===== src/rtl/ram_arbiter_pkg.sv =====
// ram_arbiter_pkg: arbiter state encodings, access size codes and bus widths
package ram_arbiter_pkg;
    localparam int ADDR_W = 64;
    localparam int DATA_W = 64;
    typedef enum logic [1:0] {IDLE = 2'b00, BUSY_IF = 2'b01, BUSY_LS = 2'b10} state_t;
    localparam logic [2:0] SIZE_B = 3'b000;
    localparam logic [2:0] SIZE_H = 3'b001;
    localparam logic [2:0] SIZE_W = 3'b010;
    localparam logic [2:0] SIZE_D = 3'b011;
endpackage


===== src/rtl/ram_arbiter_if.sv =====
// ram_arbiter_if: valid/ready memory request bus shared by fetch, load/store and memory sides
interface ram_arbiter_if;
    import ram_arbiter_pkg::*;
    logic              valid;
    logic [ADDR_W-1:0] addr;
    logic              wen;
    logic [DATA_W-1:0] wdata;
    logic [2:0]        size;
    logic              ready;
    logic [DATA_W-1:0] rdata;
    modport master (output valid, addr, wen, wdata, size, input ready, rdata);
    modport slave  (input valid, addr, wen, wdata, size, output ready, rdata);
    // instruction fetch is read-only, so it carries no write fields
    modport fetch  (input valid, addr, size, output ready, rdata);
endinterface


===== src/rtl/ram_arbiter.sv =====
// ram_arbiter: single-port RAM arbiter between fetch and load/store, LSU-first with fetch starvation guard
module ram_arbiter
    import ram_arbiter_pkg::*;
#(
    parameter int STARVE_LIMIT = 4
) (
    input logic           clk,
    input logic           rst,
    ram_arbiter_if.fetch  if_bus,
    ram_arbiter_if.slave  ls_bus,
    ram_arbiter_if.master mem_bus
);
    localparam logic [2:0] LIMIT = 3'(STARVE_LIMIT);
    state_t            state_q, state_d;
    logic [2:0]        streak_q;
    logic              busy, gnt_if, gnt_ls, done_if, done_ls;
    logic [ADDR_W-1:0] addr_q;
    logic [DATA_W-1:0] wdata_q;
    logic              wen_q;
    logic [2:0]        size_q;
    always_comb begin
        busy    = state_q == BUSY_IF || state_q == BUSY_LS;
        gnt_if  = state_q == IDLE && if_bus.valid && (!ls_bus.valid || streak_q == LIMIT);
        gnt_ls  = state_q == IDLE && ls_bus.valid && !gnt_if;
        done_if = state_q == BUSY_IF && mem_bus.ready;
        done_ls = state_q == BUSY_LS && mem_bus.ready;
        // the unused encoding falls through to IDLE since it is neither busy nor granting
        state_d = gnt_if ? BUSY_IF : gnt_ls ? BUSY_LS : busy && !mem_bus.ready ? state_q : IDLE;
    end
    always_ff @(posedge clk or posedge rst) begin
        if (rst) begin
            state_q  <= IDLE;
            streak_q <= '0;
        end else begin
            state_q  <= state_d;
            streak_q <= gnt_if ? 3'd0 : gnt_ls && if_bus.valid && streak_q < LIMIT ? streak_q + 3'd1 : streak_q;
        end
    end
    always_ff @(posedge clk or posedge rst) begin
        if (rst) begin
            addr_q  <= '0;
            wdata_q <= '0;
            wen_q   <= 1'b0;
            size_q  <= '0;
        end else if (gnt_if) begin
            addr_q  <= if_bus.addr;
            wdata_q <= '0;
            wen_q   <= 1'b0;
            size_q  <= if_bus.size;
        end else if (gnt_ls) begin
            addr_q  <= ls_bus.addr;
            wdata_q <= ls_bus.wdata;
            wen_q   <= ls_bus.wen;
            size_q  <= ls_bus.size;
        end
    end
    assign mem_bus.valid = busy;
    assign mem_bus.addr  = addr_q;
    assign mem_bus.wen   = wen_q;
    assign mem_bus.wdata = wdata_q;
    assign mem_bus.size  = size_q;
    assign if_bus.ready  = done_if;
    assign if_bus.rdata  = done_if ? mem_bus.rdata : '0;
    assign ls_bus.ready  = done_ls;
    assign ls_bus.rdata  = done_ls ? mem_bus.rdata : '0;
endmodule


===== src/flat_wrapper.sv =====
// flat-port wrapper written by rule: the top's interface ports become plain ports
module ram_arbiter_flat import ram_arbiter_pkg::*;
#(
    parameter int STARVE_LIMIT = 4
)
  (clk, rst, if_bus_valid, if_bus_addr, if_bus_size, if_bus_ready, if_bus_rdata, ls_bus_valid, ls_bus_addr, ls_bus_wen, ls_bus_wdata, ls_bus_size, ls_bus_ready, ls_bus_rdata, mem_bus_valid, mem_bus_addr, mem_bus_wen, mem_bus_wdata, mem_bus_size, mem_bus_ready, mem_bus_rdata);
  ram_arbiter_if if_bus_i ();
  ram_arbiter_if ls_bus_i ();
  ram_arbiter_if mem_bus_i ();
  input logic clk;
  input logic rst;
  input wire logic [$bits(if_bus_i.valid)-1:0] if_bus_valid;
  input wire logic [$bits(if_bus_i.addr)-1:0] if_bus_addr;
  input wire logic [$bits(if_bus_i.size)-1:0] if_bus_size;
  output wire logic [$bits(if_bus_i.ready)-1:0] if_bus_ready;
  output wire logic [$bits(if_bus_i.rdata)-1:0] if_bus_rdata;
  input wire logic [$bits(ls_bus_i.valid)-1:0] ls_bus_valid;
  input wire logic [$bits(ls_bus_i.addr)-1:0] ls_bus_addr;
  input wire logic [$bits(ls_bus_i.wen)-1:0] ls_bus_wen;
  input wire logic [$bits(ls_bus_i.wdata)-1:0] ls_bus_wdata;
  input wire logic [$bits(ls_bus_i.size)-1:0] ls_bus_size;
  output wire logic [$bits(ls_bus_i.ready)-1:0] ls_bus_ready;
  output wire logic [$bits(ls_bus_i.rdata)-1:0] ls_bus_rdata;
  output wire logic [$bits(mem_bus_i.valid)-1:0] mem_bus_valid;
  output wire logic [$bits(mem_bus_i.addr)-1:0] mem_bus_addr;
  output wire logic [$bits(mem_bus_i.wen)-1:0] mem_bus_wen;
  output wire logic [$bits(mem_bus_i.wdata)-1:0] mem_bus_wdata;
  output wire logic [$bits(mem_bus_i.size)-1:0] mem_bus_size;
  input wire logic [$bits(mem_bus_i.ready)-1:0] mem_bus_ready;
  input wire logic [$bits(mem_bus_i.rdata)-1:0] mem_bus_rdata;
  assign if_bus_i.valid = if_bus_valid;
  assign if_bus_i.addr = if_bus_addr;
  assign if_bus_i.size = if_bus_size;
  assign if_bus_ready = if_bus_i.ready;
  assign if_bus_rdata = if_bus_i.rdata;
  assign ls_bus_i.valid = ls_bus_valid;
  assign ls_bus_i.addr = ls_bus_addr;
  assign ls_bus_i.wen = ls_bus_wen;
  assign ls_bus_i.wdata = ls_bus_wdata;
  assign ls_bus_i.size = ls_bus_size;
  assign ls_bus_ready = ls_bus_i.ready;
  assign ls_bus_rdata = ls_bus_i.rdata;
  assign mem_bus_valid = mem_bus_i.valid;
  assign mem_bus_addr = mem_bus_i.addr;
  assign mem_bus_wen = mem_bus_i.wen;
  assign mem_bus_wdata = mem_bus_i.wdata;
  assign mem_bus_size = mem_bus_i.size;
  assign mem_bus_i.ready = mem_bus_ready;
  assign mem_bus_i.rdata = mem_bus_rdata;
  ram_arbiter #(.STARVE_LIMIT(STARVE_LIMIT)) u_core (.clk(clk), .rst(rst), .if_bus(if_bus_i), .ls_bus(ls_bus_i), .mem_bus(mem_bus_i));
endmodule

===== config.mk =====
export PLATFORM = sky130hd
export DESIGN_NAME = ram_arbiter_flat
export DESIGN_NICKNAME = d
export VERILOG_FILES = /design/src/rtl/ram_arbiter_pkg.sv /design/src/rtl/ram_arbiter_if.sv /design/src/rtl/ram_arbiter.sv /design/src/flat_wrapper.sv
export SDC_FILE = /design/constraint.sdc
export NUM_CORES = 1
export LEC_CHECK = 0
export CAP_MARGIN = 15
export CORE_AREA = 2 2 208 210
export DETAILED_ROUTE_END_ITERATION = 10
export DIE_AREA = 0 0 210 212
export GPL_TIMING_DRIVEN = 0
export PLACE_DENSITY = 0.47
export SYNTH_ARGS = -nofsm -noshare
export SYNTH_HDL_FRONTEND = slang
export SYNTH_SLANG_ARGS = --single-unit
export TNS_END_PERCENT = 30

===== constraint.sdc =====
create_clock -name clk -period 11.9 [get_ports clk]
set_input_delay 1.19 -clock clk [delete_from_list [all_inputs] [get_ports clk]]
set_output_delay 1.19 -clock clk [all_outputs]
set_load 0.05 [all_outputs]

==> results of run 1 <==
layer usage:
| metal | GRT usage, % | wire length [µm] | up-vias |
|---|---|---|---|
| met4 | 3.55 | 382 | 2 |
| met2 | 26.7 | 17200 | 335 |
| met3 | 5.05 | 2700 | 23 |
| met5 | 0 | 7 | - |
| li1 | - | - | 3216 |
| met1 | 16.9 | 13400 | 3313 |
report_power, final:
| group | switching (mW) | internal [mW] |
|---|---|---|
| clock | 0.228 | 0.352 |
| sequential | 0.121 | 0.684 |
| combinational | 1.39 | 0.756 |
| total | 1.74 | 1.79 |
worst max-delay path, cell delays in order:
cell and delay, ns:
clkdlybuf4s50_1 0.54, clkbuf_1 0.41, clkbuf_1 0.43, and3_1 0.23, clkdlybuf4s50_1 0.86
placed cells by master (no fill, tap or decap), types with 2 or more instances in the layout:
cell               n
nand2_1            3
ha_1               5
clkinv_4           2
clkbuf_16         17
nor2_1             3
buf_4              6
and3_1           128
a221o_1           67
and2_1            12
inv_6              3
clkbuf_1          42
buf_2             16
inv_1              4
and2_0            57
bufinv_16          4
a21o_1             2
clkdlybuf4s50_1  530
dfrtp_1          137
a22o_1            65
clkinvlp_4         3
area by class of cell:
cell class                 instances  area share (%)
timing repair buffer             531            41.0
sequential                       137            26.3
multi-input combinational        350            20.3
tap                              546            5.25
clock buffer                      18            3.30
buffer                            63            2.14
clock inverter                    13            1.49
inverter                           5           0.183
antenna                            1          0.0192
cell families (layout without fill, tap and decap cells):
family,count (synthesis),count (layout),synth area share [%]
xor gates and xnor gates,1,1,0.138
other,0,1,0
buffers and inverters,68,630,4.67
AOI/OAI and AO/OA,138,138,20.3
and+or+nand+nor,205,205,20.0
muxes,1,1,0.157
adders and majority gates,5,5,0.982
DFF,137,137,53.8
registers in the layout (all words and copies together), names as in the netlist:
register              flops
u_core.state_q            2
u_core.streak_q           3
u_core.mem_bus.wdata     64
u_core.mem_bus.size       3
u_core.mem_bus.addr      64
u_core.mem_bus.wen        1
how the worst min path moves through the flow:
stage / depth (start not counted) / to / slack [ns]
detailed placement: 1 / u_core.mem_bus.wdata[53] / 0.49
global placement: 1 / u_core.mem_bus.wdata[54] / 0.49
floorplan: 1 / u_core.state_q[1] / 0.48
finish: 1 / u_core.mem_bus.wdata[18] / 0.50
global route: 1 / u_core.mem_bus.wdata[53] / 0.52
CTS: 1 / u_core.mem_bus.wdata[56] / 0.51
==> qor.yml, run 1 <==
final_layout:
  layout-drive-gt1-share_pct: 5.10
  design_area_um2: 13000
  nNetsFinal: 1378
  syn2layout_area_growth_pct: 104
  utilization_pct: 30.6
  final_cells: 1664
  multi_input_area_um2: 2640
  regArea_um2: 3430
  fillers: 4357
job:
  drv_cap: 0
logic_synthesis:
  ys_warn_count: 0
  async_flop_share_pct: 100
  syn_avg_cell_area_um2: 11.5
  yosysTopAreaCell: "dfrtp_1"
  netlist_instances: 555
  ys_types: 22
  yosysTopAreaCellShare_pct: 53.8
  synth_nets: 828
  synth.area.top_cells: "dfrtp_1 (54%), and3_1 (13%), a221o_1 (11%)"
  synthFlopType: "dfrtp_1"
  synth_common_cells: "dfrtp_1 (137), and3_1 (128), a221o_1 (67), a22o_1 (65), and2_0 (57)"
  ys_ff_latch: 137
  synth_most_common_cell: "dfrtp_1"
  synth_seq_area_share_pct: 53.8
  synth_edf_count: 0
  syn_area_um2: 6370
placement:
  port-buffer-count: 530
  dp_hpwl_mm: 26.5
  placed_cells: 1632
  pre_cts_slack_ns: 7.04
  gp_congestion: 0.850
  postPlaceCellArea_um2: 12400
timing:
  fmax_mhz: 206
  slew_headroom_pct: 43.5
  setup_viol: 0
  hold_viol_final: 0
  min_period_ns: 4.86
  slew_violations: 0
  hold-worst-slack_ns: 0.503
  rsz0062_at_grt: "no"
  worst_slack_ns: 7.04
  tightest_slew_ns: 0.847
  tns_ns: 0
  fin_worst_skew_ns: 0.0118
  min_period_over_period_pct: 40.8
clocking:
  cts_tree: "built"
  clk_latency_ns: 0.45
  cts_sinks: 137
  clkTransAtPathRegs_ns: 0.06
  htreeDepth: 4
  cts-root-buf: "clkbuf_16"
  clockBufferDepth: 2
  holdBufCountCts: 0
  postCtsSetupRepairBufs: 0
  ctsResizeCount: 0
  numCtsBuffers: 17
drt:
  vias_per_cell: 4.14
  wirelength_mm: 33.7
  drc: 0
  first_iter_violations: 276
  via_count: 6889
  first_pass_iters: 4
  wire_per_inst_um: 20.3
  antenna_left: 0
global_routing:
  grt_start_max_net_pins: 72
  grt_first_pass_wirelength_mm: 48.8
  grt_antenna_before_repair: 2
  grt_pass1_vias: 7373
  overflow: 0
  grt_usage_pct: 14.8
pwr:
  vdd_ir_drop_max_uv: 116
  p_total_mw: 3.53
  p_per_area_nw_per_um2: 271
  power_leakage_nw: 5.64
floorplan:
  start_util_pct: 15.0
  ios: 531
  die_area_um2: 44500
  core_um2: 42500
  die_h_um: 212
  die_w_um: 210
  num_rows: 76
setup_path:
  crit_path_max_fanout: 10
  reg2reg_depth: 7
  startpoint: "mem_bus_ready"
  cp_data_arrival_time_ns: 3.67
  critPathRequiredTime_ns: 10.71
  rrSetupSlack_ns: 9.55
  r2r-end: "u_core.mem_bus.addr[17]"
  startpoint_type: "primary input"
  path_class: "primary input to output pin"
  crit-reg2reg-launch: "u_core.state_q[0]"
  worstSetupEndpointType: "output pin"
  cp-endpoint: "ls_bus_rdata[56]"
min_path:
  hold_path.class: "flip-flop to flip-flop"
  hp-start: "u_core.mem_bus.wdata[18]"
outcome:
  status: "finished clean"
Power figures use the tool's default switching activity.
==> run 2: changes to the inputs <==
==> constraint.sdc (replaced) <==
create_clock -name clk -period 4.65 [get_ports clk]
set_input_delay 0.465 -clock clk [delete_from_list [all_inputs] [get_ports clk]]
set_output_delay 0.465 -clock clk [all_outputs]
set_load 0.05 [all_outputs]
==> results of run 2 <==
Same layout as run 1 (identical final DEF). Status: finished clean.
Among the figures that moved: setup slack after placement 7.04 ns -> 1.24 ns; setup slack after layout 7.04 ns -> 1.18 ns; start point of the critical path mem_bus_ready -> u_core.state_q[0]; end point of the critical path ls_bus_rdata[56] -> ls_bus_rdata[20]; register-to-register setup slack 9.55 ns -> 2.30 ns; total power 3.53 mW -> 9.04 mW; worst IR drop on VDD 116 µV -> 296 µV
==> run 3: changes to the inputs <==
==> constraint.sdc (replaced) <==
create_clock -name clk -period 3.6 [get_ports clk]
set_input_delay 0.36 -clock clk [delete_from_list [all_inputs] [get_ports clk]]
set_output_delay 0.36 -clock clk [all_outputs]
set_load 0.05 [all_outputs]
==> run 3 against run 2 <==
Worst hold slack worse by 0.22 ns. Register-to-register slack worse by 1.1 ns. Combinational power increased by 30%. Setup slack got worse by 1.0 ns. Sequential share of layout area is essentially flat. Critical path type unchanged.
==> qor.yml, run 3 (synthesis results as in run 1) <==
timing:
  slew_headroom_pct: 44.1  # was 43.5%
  fin_worst_skew_ns: 0.00625  # was 0.0118 ns
  rsz0062_at_grt: "no"  # unchanged
  tightest_slew_ns: 0.838  # was 0.847 ns
  min_period_over_period_pct: 94.9
  hold_viol_final: 0  # unchanged
  setup_viol: 0  # unchanged
  fmax_mhz: 293
  slew_violations: 0  # unchanged
  min_period_ns: 3.42
floorplan:
  start_util_pct: 15.0  # unchanged
  num_rows: 76  # unchanged
  ios: 531  # unchanged
  die_area_um2: 44500  # unchanged
  core_um2: 42500  # unchanged
  die_h_um: 212  # unchanged
  die_w_um: 210  # unchanged
pwr:
  power_leakage_nw: 5.65  # was 5.64 nW
  vdd_ir_drop_max_uv: 389  # was 296 µV
  p_per_area_nw_per_um2: 889  # was 694 nW/µm²
drt:
  vias_per_cell: 4.14  # about the same
  first_pass_iters: 4  # unchanged
  wire_per_inst_um: 20.3  # about the same
  wirelength_mm: 33.9  # was 33.7 mm
  via_count: 6902  # was 6,889
  antenna_left: 0  # unchanged
  drc: 0  # unchanged
  first_iter_violations: 317  # was 276
clocking:
  numCtsBuffers: 17  # unchanged
  postCtsSetupRepairBufs: 0  # unchanged
  clockBufferDepth: 2  # unchanged
  holdBufCountCts: 0  # unchanged
  clk_latency_ns: 0.46  # was 0.45 ns
  ctsResizeCount: 0  # unchanged
  htreeDepth: 4  # unchanged
  cts_tree: "built"  # unchanged
  clkTransAtPathRegs_ns: 0.07  # was 0.06 ns
  cts-root-buf: "clkbuf_16"  # unchanged
  cts_sinks: 137  # unchanged
placement:
  port-buffer-count: 530  # unchanged
  postPlaceCellArea_um2: 12400  # about the same
  gp_congestion: 0.844  # was 0.850
  dp_hpwl_mm: 26.8  # was 26.5 mm
job:
  drv_cap: 0  # unchanged
final_layout:
  design_area_um2: 13000  # about the same
  syn2layout_area_growth_pct: 105  # was 104%
  layout_commonest_cell: "clkdlybuf4s50_1"  # unchanged
  nNetsFinal: 1381  # was 1,378
  layout_common_cells: "clkdlybuf4s50_1 (530), dfrtp_1 (137), and3_1 (128), a221o_1 (67), a22o_1 (65)"  # unchanged
  utilization_pct: 30.7  # was 30.6%
  layout-drive-gt1-share_pct: 5.53  # was 5.10%
setup_path:
  cpPeakStageDelay_ns: 0.84  # was 0.85 ns
  worstSetupEndpointType: "output pin"  # unchanged
  startpoint_type: "flip-flop"  # unchanged
  path_class: "flip-flop to output pin"  # unchanged
  crit_path_max_fanout: 10  # unchanged
  cp_top_family: "buffers and inverters"  # unchanged
  cp_data_arrival_time_ns: 3.06  # was 3.00 ns
  cp_common_cell: "clkbuf_1"  # unchanged
  cp_cell_sequence: "inv_1, ha_1, clkbuf_1, clkbuf_1, and3_1, clkdlybuf4s50_1"  # unchanged
  critPathRequiredTime_ns: 3.24  # was 4.18 ns
  critPathSlowestCell: "clkdlybuf4s50_1"  # unchanged
  path_buf_inv: 4  # unchanged
global_routing:
  overflow: 0  # unchanged
  grt_pass1_vias: 7463  # was 7,373
  grt_first_pass_wirelength_mm: 48.9  # was 48.8 mm
  grt_start_max_net_pins: 37  # was 72
  grt_antenna_before_repair: 0  # was 2
  grt_usage_pct: 15.0  # was 14.8%
min_path:
  hold_path.class: "primary input to async pin"  # was flip-flop to flip-flop
outcome:
  status: "finished clean"  # unchanged
==> run 3: per-stage QoR <==
step	power [mW]	hold slack, ns	setup TNS, ns	std cells	setup WS [ns]
after floorplan	7.07	0.476	0	555	1.53
after global placement	9.87	0.488	-1.26	1631	-0.0298
after detailed placement	9.88	0.490	0	1635	0.435
after CTS	11.8	0.255	0	1667	0.0964
after global routing	12.2	0.302	0	1667	0.0326
final	11.6	0.285	0	1668	0.185
==> run 3: path summary, 6_finish.rpt <==
kind / from / end / slack (ns) / depth (start not counted)
min reg2reg: u_core.mem_bus.wdata[14] / u_core.mem_bus.wdata[14] / 0.50 / 1
min: rst / u_core.mem_bus.addr[58] / 0.28 / 2
max reg2reg: u_core.state_q[0] / u_core.mem_bus.addr[13] / 1.21 / 6
max in group asynchronous: rst / u_core.mem_bus.addr[9] / 2.50 / 4
max: u_core.state_q[0] / ls_bus_rdata[8] / 0.18 / 6
min in group clk: ls_bus_wdata[30] / u_core.mem_bus.wdata[30] / 0.49 / 2
==> run 3: worst reg2reg max path: stages (launching register included) <==
cell and delay [ns]:
dfrtp_1 0.40, inv_1 0.08, ha_1 0.37, nand2_1 0.12
a21oi_2 0.39, clkbuf_1 0.69, a221o_1 0.28
==> run 3: final cells by class <==
type | instances | area [µm²]
clock buffers | 17 | 425
inverters | 5 | 22.5
multi-input cells | 350 | 2640
flip-flops and latches | 137 | 3430
well taps | 546 | 683
diodes | 1 | 2.50
fillers | 4447 | 29500
clock inverters | 15 | 164
repair buffers | 534 | 5390
plain buffers | 63 | 279
==> run 3: where the power goes <==
group | internal [mW] | switching [mW] | leakage [nW]
combinational | 2.51 | 4.61 | 3.65
sequential | 2.26 | 0.403 | 1.72
clock | 1.03 | 0.776 | 0.285
total | 5.80 | 5.79 | 5.65
==> run 3: per-layer routing <==
| metal | track usage [%] | wire length (µm) |
|---|---|---|
| met3 | 5.10 | 2550 |
| met4 | 3.96 | 436 |
| met1 | 16.9 | 13500 |
| met2 | 27.0 | 17500 |
| met5 | 0 | 0 |
